File: src/rtl/mul_writeback_unit.sv
// Radix-2 shift-add multiplier (MUL / UMULH / SMULH) that drives the register-file write port.
// Optional MUL_EARLY_TERM_EN: leave CALC as soon as the remaining multiplier bits are all zero.
module mul_writeback_unit #(
    parameter int WIDTH      = 64,
    parameter int REG_ADDR_W = 5
) (
    input  logic                  Clk,
    input  logic                  Reset_n,
    input  logic                  Start,
    input  logic [1:0]            Op,
    input  logic [WIDTH-1:0]      OpA,
    input  logic [WIDTH-1:0]      OpB,
    input  logic [REG_ADDR_W-1:0] Rd,
    output logic                  Busy,
    output logic                  Done,
    output logic [WIDTH-1:0]      BusW,
    output logic [REG_ADDR_W-1:0] RW,
    output logic                  RegWr
);
    localparam int CNT_W = $clog2(WIDTH);
    localparam logic [REG_ADDR_W-1:0] ZERO_REG = '1;

    typedef enum logic [1:0] {
        S_IDLE,
        S_CALC,
        S_FIX,
        S_DONE
    } state_t;

    state_t                  r_state;
    logic [2*WIDTH-1:0]      r_acc;
    logic [2*WIDTH-1:0]      r_mcand;
    logic [WIDTH-1:0]        r_mplier;
    logic [CNT_W-1:0]        r_cnt;
    logic                    r_neg;
    logic                    r_hi;
    logic [REG_ADDR_W-1:0]   r_rd;

    logic                    w_signed;
    logic [WIDTH-1:0]        w_opa_ld;
    logic [WIDTH-1:0]        w_opb_ld;
    logic [2*WIDTH-1:0]      w_acc_sum;
    logic [WIDTH-1:0]        w_mplier_sh;
    logic                    w_calc_last;
    logic [2*WIDTH-1:0]      w_acc_fix;

    // SMULH multiplies magnitudes; the sign is restored in FIX.
    assign w_signed    = (Op == 2'b10);
    assign w_opa_ld    = (w_signed && OpA[WIDTH-1]) ? -OpA : OpA;
    assign w_opb_ld    = (w_signed && OpB[WIDTH-1]) ? -OpB : OpB;
    assign w_acc_sum   = r_mplier[0] ? (r_acc + r_mcand) : r_acc;
    assign w_mplier_sh = r_mplier >> 1;
    assign w_acc_fix   = r_neg ? -r_acc : r_acc;

`ifdef MUL_EARLY_TERM_EN
    assign w_calc_last = (r_cnt == CNT_W'(WIDTH-1)) || (w_mplier_sh == '0);
`else
    assign w_calc_last = (r_cnt == CNT_W'(WIDTH-1));
`endif

    always_ff @(posedge Clk or negedge Reset_n) begin
        if (!Reset_n) begin
            r_state  <= S_IDLE;
            r_acc    <= '0;
            r_mcand  <= '0;
            r_mplier <= '0;
            r_cnt    <= '0;
            r_neg    <= 1'b0;
            r_hi     <= 1'b0;
            r_rd     <= '0;
            Busy     <= 1'b0;
            Done     <= 1'b0;
            BusW     <= '0;
            RW       <= '0;
            RegWr    <= 1'b0;
        end else begin
            case (r_state)
                S_IDLE: begin
                    if (Start) begin
                        r_hi     <= (Op == 2'b01) || (Op == 2'b10);
                        r_neg    <= w_signed && (OpA[WIDTH-1] ^ OpB[WIDTH-1]);
                        r_rd     <= Rd;
                        r_mcand  <= {{WIDTH{1'b0}}, w_opa_ld};
                        r_mplier <= w_opb_ld;
                        r_acc    <= '0;
                        r_cnt    <= '0;
                        Busy     <= 1'b1;
                        r_state  <= S_CALC;
                    end
                end
                S_CALC: begin
                    r_acc    <= w_acc_sum;
                    r_mcand  <= r_mcand << 1;
                    r_mplier <= w_mplier_sh;
                    r_cnt    <= r_cnt + CNT_W'(1);
                    if (w_calc_last) begin
                        r_state <= S_FIX;
                    end
                end
                S_FIX: begin
                    // Result is registered here so it is stable for the whole DONE cycle.
                    r_acc   <= w_acc_fix;
                    BusW    <= r_hi ? w_acc_fix[2*WIDTH-1:WIDTH] : w_acc_fix[WIDTH-1:0];
                    RW      <= r_rd;
                    RegWr   <= (r_rd != ZERO_REG);
                    Done    <= 1'b1;
                    r_state <= S_DONE;
                end
                S_DONE: begin
                    Done    <= 1'b0;
                    RegWr   <= 1'b0;
                    Busy    <= 1'b0;
                    r_state <= S_IDLE;
                end
                default: r_state <= S_IDLE;
            endcase
        end
    end

endmodule
File: config.mk
export PLATFORM = sky130hd
export DESIGN_NAME = mul_writeback_unit
export DESIGN_NICKNAME = d
export VERILOG_FILES = /design/src/rtl/mul_writeback_unit.sv
export SDC_FILE = /design/constraint.sdc
export NUM_CORES = 1
export LEC_CHECK = 0
export CORE_MARGIN = 3
export CORE_UTILIZATION = 40
export CTS_CLUSTER_DIAMETER = 80
export DETAILED_ROUTE_END_ITERATION = 16
export GPL_TIMING_DRIVEN = 1
export MAX_ROUTING_LAYER = met4
export SLEW_MARGIN = 20
export SYNTH_ARGS = -nofsm -noshare
export SYNTH_HDL_FRONTEND = slang
export SYNTH_SLANG_ARGS = --single-unit
export TNS_END_PERCENT = 50
File: constraint.sdc
create_clock -name Clk -period 6.95 [get_ports Clk]
set_clock_uncertainty 0.05 [all_clocks]
set_input_delay 1.39 -clock Clk [delete_from_list [all_inputs] [get_ports Clk]]
set_output_delay 1.39 -clock Clk [all_outputs]
set_load 0.01 [all_outputs]
==> metrics.yaml <==
route:
  drc: 0
  post_drt_wl_per_cell_um: 22.1
  vias_per_cell: 5.91
  firstDrtPassIters: 5
  drt_iter0_drc: 2654
  routed_wirelength_mm: 113
  vias: 30200
  ant_nets: 0
synthesis:
  synth_nets: 4252
  ys_ff_latch: 407
  synth-edff-count: 0
  synth_seq_area_share: 0.324
  synth_area_um2: 31400
  synthArstFlopShare: 1.00
  yosys-top-cells-area: "dfrtp_1 32%, a21oi_1 7.2%, o21ai_0 6.9%"
  synth_area_leader_cell: "dfrtp_1"
  yosysWarnings: 0
  synth.distinct_cells: 79
  yosysMostFrequentCell: "nand2_1"
  synthTopCellsByCount: "550 x nand2_1, 449 x a21oi_1, 434 x o21ai_0, 407 x dfrtp_1, 330 x nor2_1"
  synthFlopType: "dfrtp_1"
  synth_top_area_share: 0.324
  postSynthAreaPerCell_um2: 7.89
  synthCells: 3977
worst_setup_path:
  crit_family: "simple AND/OR/NAND/NOR gates"
  cp.arrival_ns: 5.71
  crit_chain: "clkdlybuf4s50_1 > or4_1 > or4_1 > or3b_1 > or4_1 > or3_1 > or4_1 > nor3_2 > nand2_1 > o31ai_1 > xor2_1 > a21oi_1"
  critPathKind: "input port to flip-flop"
  max_stage_delay_ns: 0.59
  slowest_stage: "or4_1"
  path_buf_inv: 1
  critPathLaunchType: "input port"
  cp.required_ns: 7.39
  critPathMaxFanout: 5
  endpoint_kind: "flip-flop"
  crit_top_cell: "or4_1"
floorplanning:
  core_area_um2: 77600
  num_io_pins: 210
  rows: 102
  initial_utilization: 0.405
  fp.dieW_um: 286
  fp.dieH_um: 286
  dieArea_um2: 81900
clock_tree:
  cts_setup_buffers: 0
  insertion_delay_ns: 0.63
  clock_sinks: 407
  cts-resized-gates: 0
  cts_root_buffer: "clkbuf_16"
  clk_pin_slew_ns: 0.06
  cts_buffers: 52
  postCtsHoldBufs: 0
  h-tree-depth: 2
  cts_tree: "built"
  cts.path.max_buffers: 3
cells_and_area:
  stdcell_count: 5111
  syn2layout_area_growth_pct: 14.8
  fin_area_um2: 36100
  nets: 4302
  nFillCells: 7902
  drive_gt1_frac: 0.0523
power:
  p_per_area_nw_per_um2: 155
  ir_drop_v: 0.000199
  p_leak_nw: 15.0
timing:
  hold_violations: 0
  final_max_slew_viol_count: 0
  tightest_slew_ns: 1.11
  tns_ns: 0
  setup_violations: 0
  finalCriticalPeriod_ns: 5.27
  slew_headroom: 0.253
  max_freq_mhz: 190
  finalCritPeriodShare: 0.759
  rsz0062_at_grt: "false"
global_route:
  grtUsageTotal: 0.276
  grt_first_pass_wirelength_mm: 172
  grt_antenna_before_repair: 1
  overflow: 0
  grt_pass1_vias: 28300
  grt_max_degree: 240
placement:
  dpl-instance-area_um2: 34200
  dp.cells: 5013
  gp_congestion: 0.977
  port_buffers: 209
  post-dp-hpwl_mm: 85.6
min_path:
  hold_class: "flip-flop to flip-flop"
status:
  status: "finished, final reports clean"
flow_run:
  drv_cap: 0
## registers in the layout, summed over array words and instances, names as in the netlist
name / flops
Done: 1
r_acc: 128
RW: 5
r_hi: 1
Busy: 1
r_mplier: 64
r_cnt: 6
r_rd: 5
BusW: 64
r_state: 2
r_mcand: 128
RegWr: 1
r_neg: 1
## cell families (layout without fill, tap and decap cells)
group	after synthesis	in the layout	share of synthesized area
DFF	407	407	0.324
xor gates and xnor gates	355	355	0.0990
adders and majority gates	137	137	0.0548
and+or+nand+nor	1325	1325	0.194
buffers and inverters	296	389	0.0355
muxes	49	49	0.0168
other	0	1	0
AOI/OAI and AO/OA	1408	1408	0.276
## where the power goes
group	internal (mW)	switching [mW]	total [mW]	leakage (nW)
sequential	2.38	0.00637	2.38	5.62
combinational	0.135	0.196	0.332	8.45
clock	1.72	1.17	2.89	0.895
## per-layer routing
layer,track usage,vias to the layer above,wire length (µm)
met5,-,-,0
met4,0.106,0,4960
met3,0.0353,222,6390
met2,0.419,909,50400
met1,0.376,14500,51200
li1,-,14600,-
## tightest hold or removal path, stage by stage (launching register included)
cell	delay, ns
dfrtp_1	0.34
nand2_1	0.05
nand2_1	0.05
## path summary, 6_finish.rpt
check / startpoint / endpoint / slack (ns) / cells past startpoint
min: r_mplier[63] / r_mplier[63] / 0.42 / 2
max reg2reg: r_acc[5] / BusW[40] / 1.87 / 10
min in group asynchronous: Reset_n / r_acc[127] / 0.73 / 1
max: OpB[16] / r_mplier[59] / 1.68 / 12
max in group asynchronous: Reset_n / r_mcand[77] / 4.66 / 2
min reg2reg: r_mplier[63] / r_mplier[63] / 0.42 / 2
## through the flow
| stage | hold slack [ns] | util | power [mW] | setup slack [ns] |
|---|---|---|---|---|
| floorplan | 0.388 | - | 2.55 | 1.96 |
| global placement | 0.411 | 0.441 | 2.76 | 1.14 |
| detailed placement | 0.417 | 0.441 | 2.76 | 1.08 |
| CTS | 0.431 | 0.464 | 5.65 | 1.70 |
| global route | 0.436 | 0.465 | 5.78 | 1.48 |
| finish | 0.425 | 0.465 | 5.60 | 1.68 |
## cell usage in the layout, fill, tap and decap left out, types with 65 or more instances in the layout
master / count
a21oi_1: 449
xnor2_1: 138
clkdlybuf4s50_1: 208
nand2_1: 549
xor2_1: 217
nor2_1: 329
o31ai_1: 65
nand4_1: 71
a21o_1: 77
a22o_1: 80
nor3_1: 89
ha_1: 134
o21ai_0: 434
dfrtp_1: 405
## area by class of cell
class	instances	area (µm²)	area share
inverter	54	203	0.00562
antenna	1	2.50	0.0000694
timing repair buffer	238	2370	0.0657
multi-input combinational	3274	20200	0.559
sequential	407	10200	0.283
clock buffer	68	1460	0.0405
clock inverter	29	360	0.0100
tap	1040	1300	0.0361
Note: power is estimated with default switching activity, not from simulation.
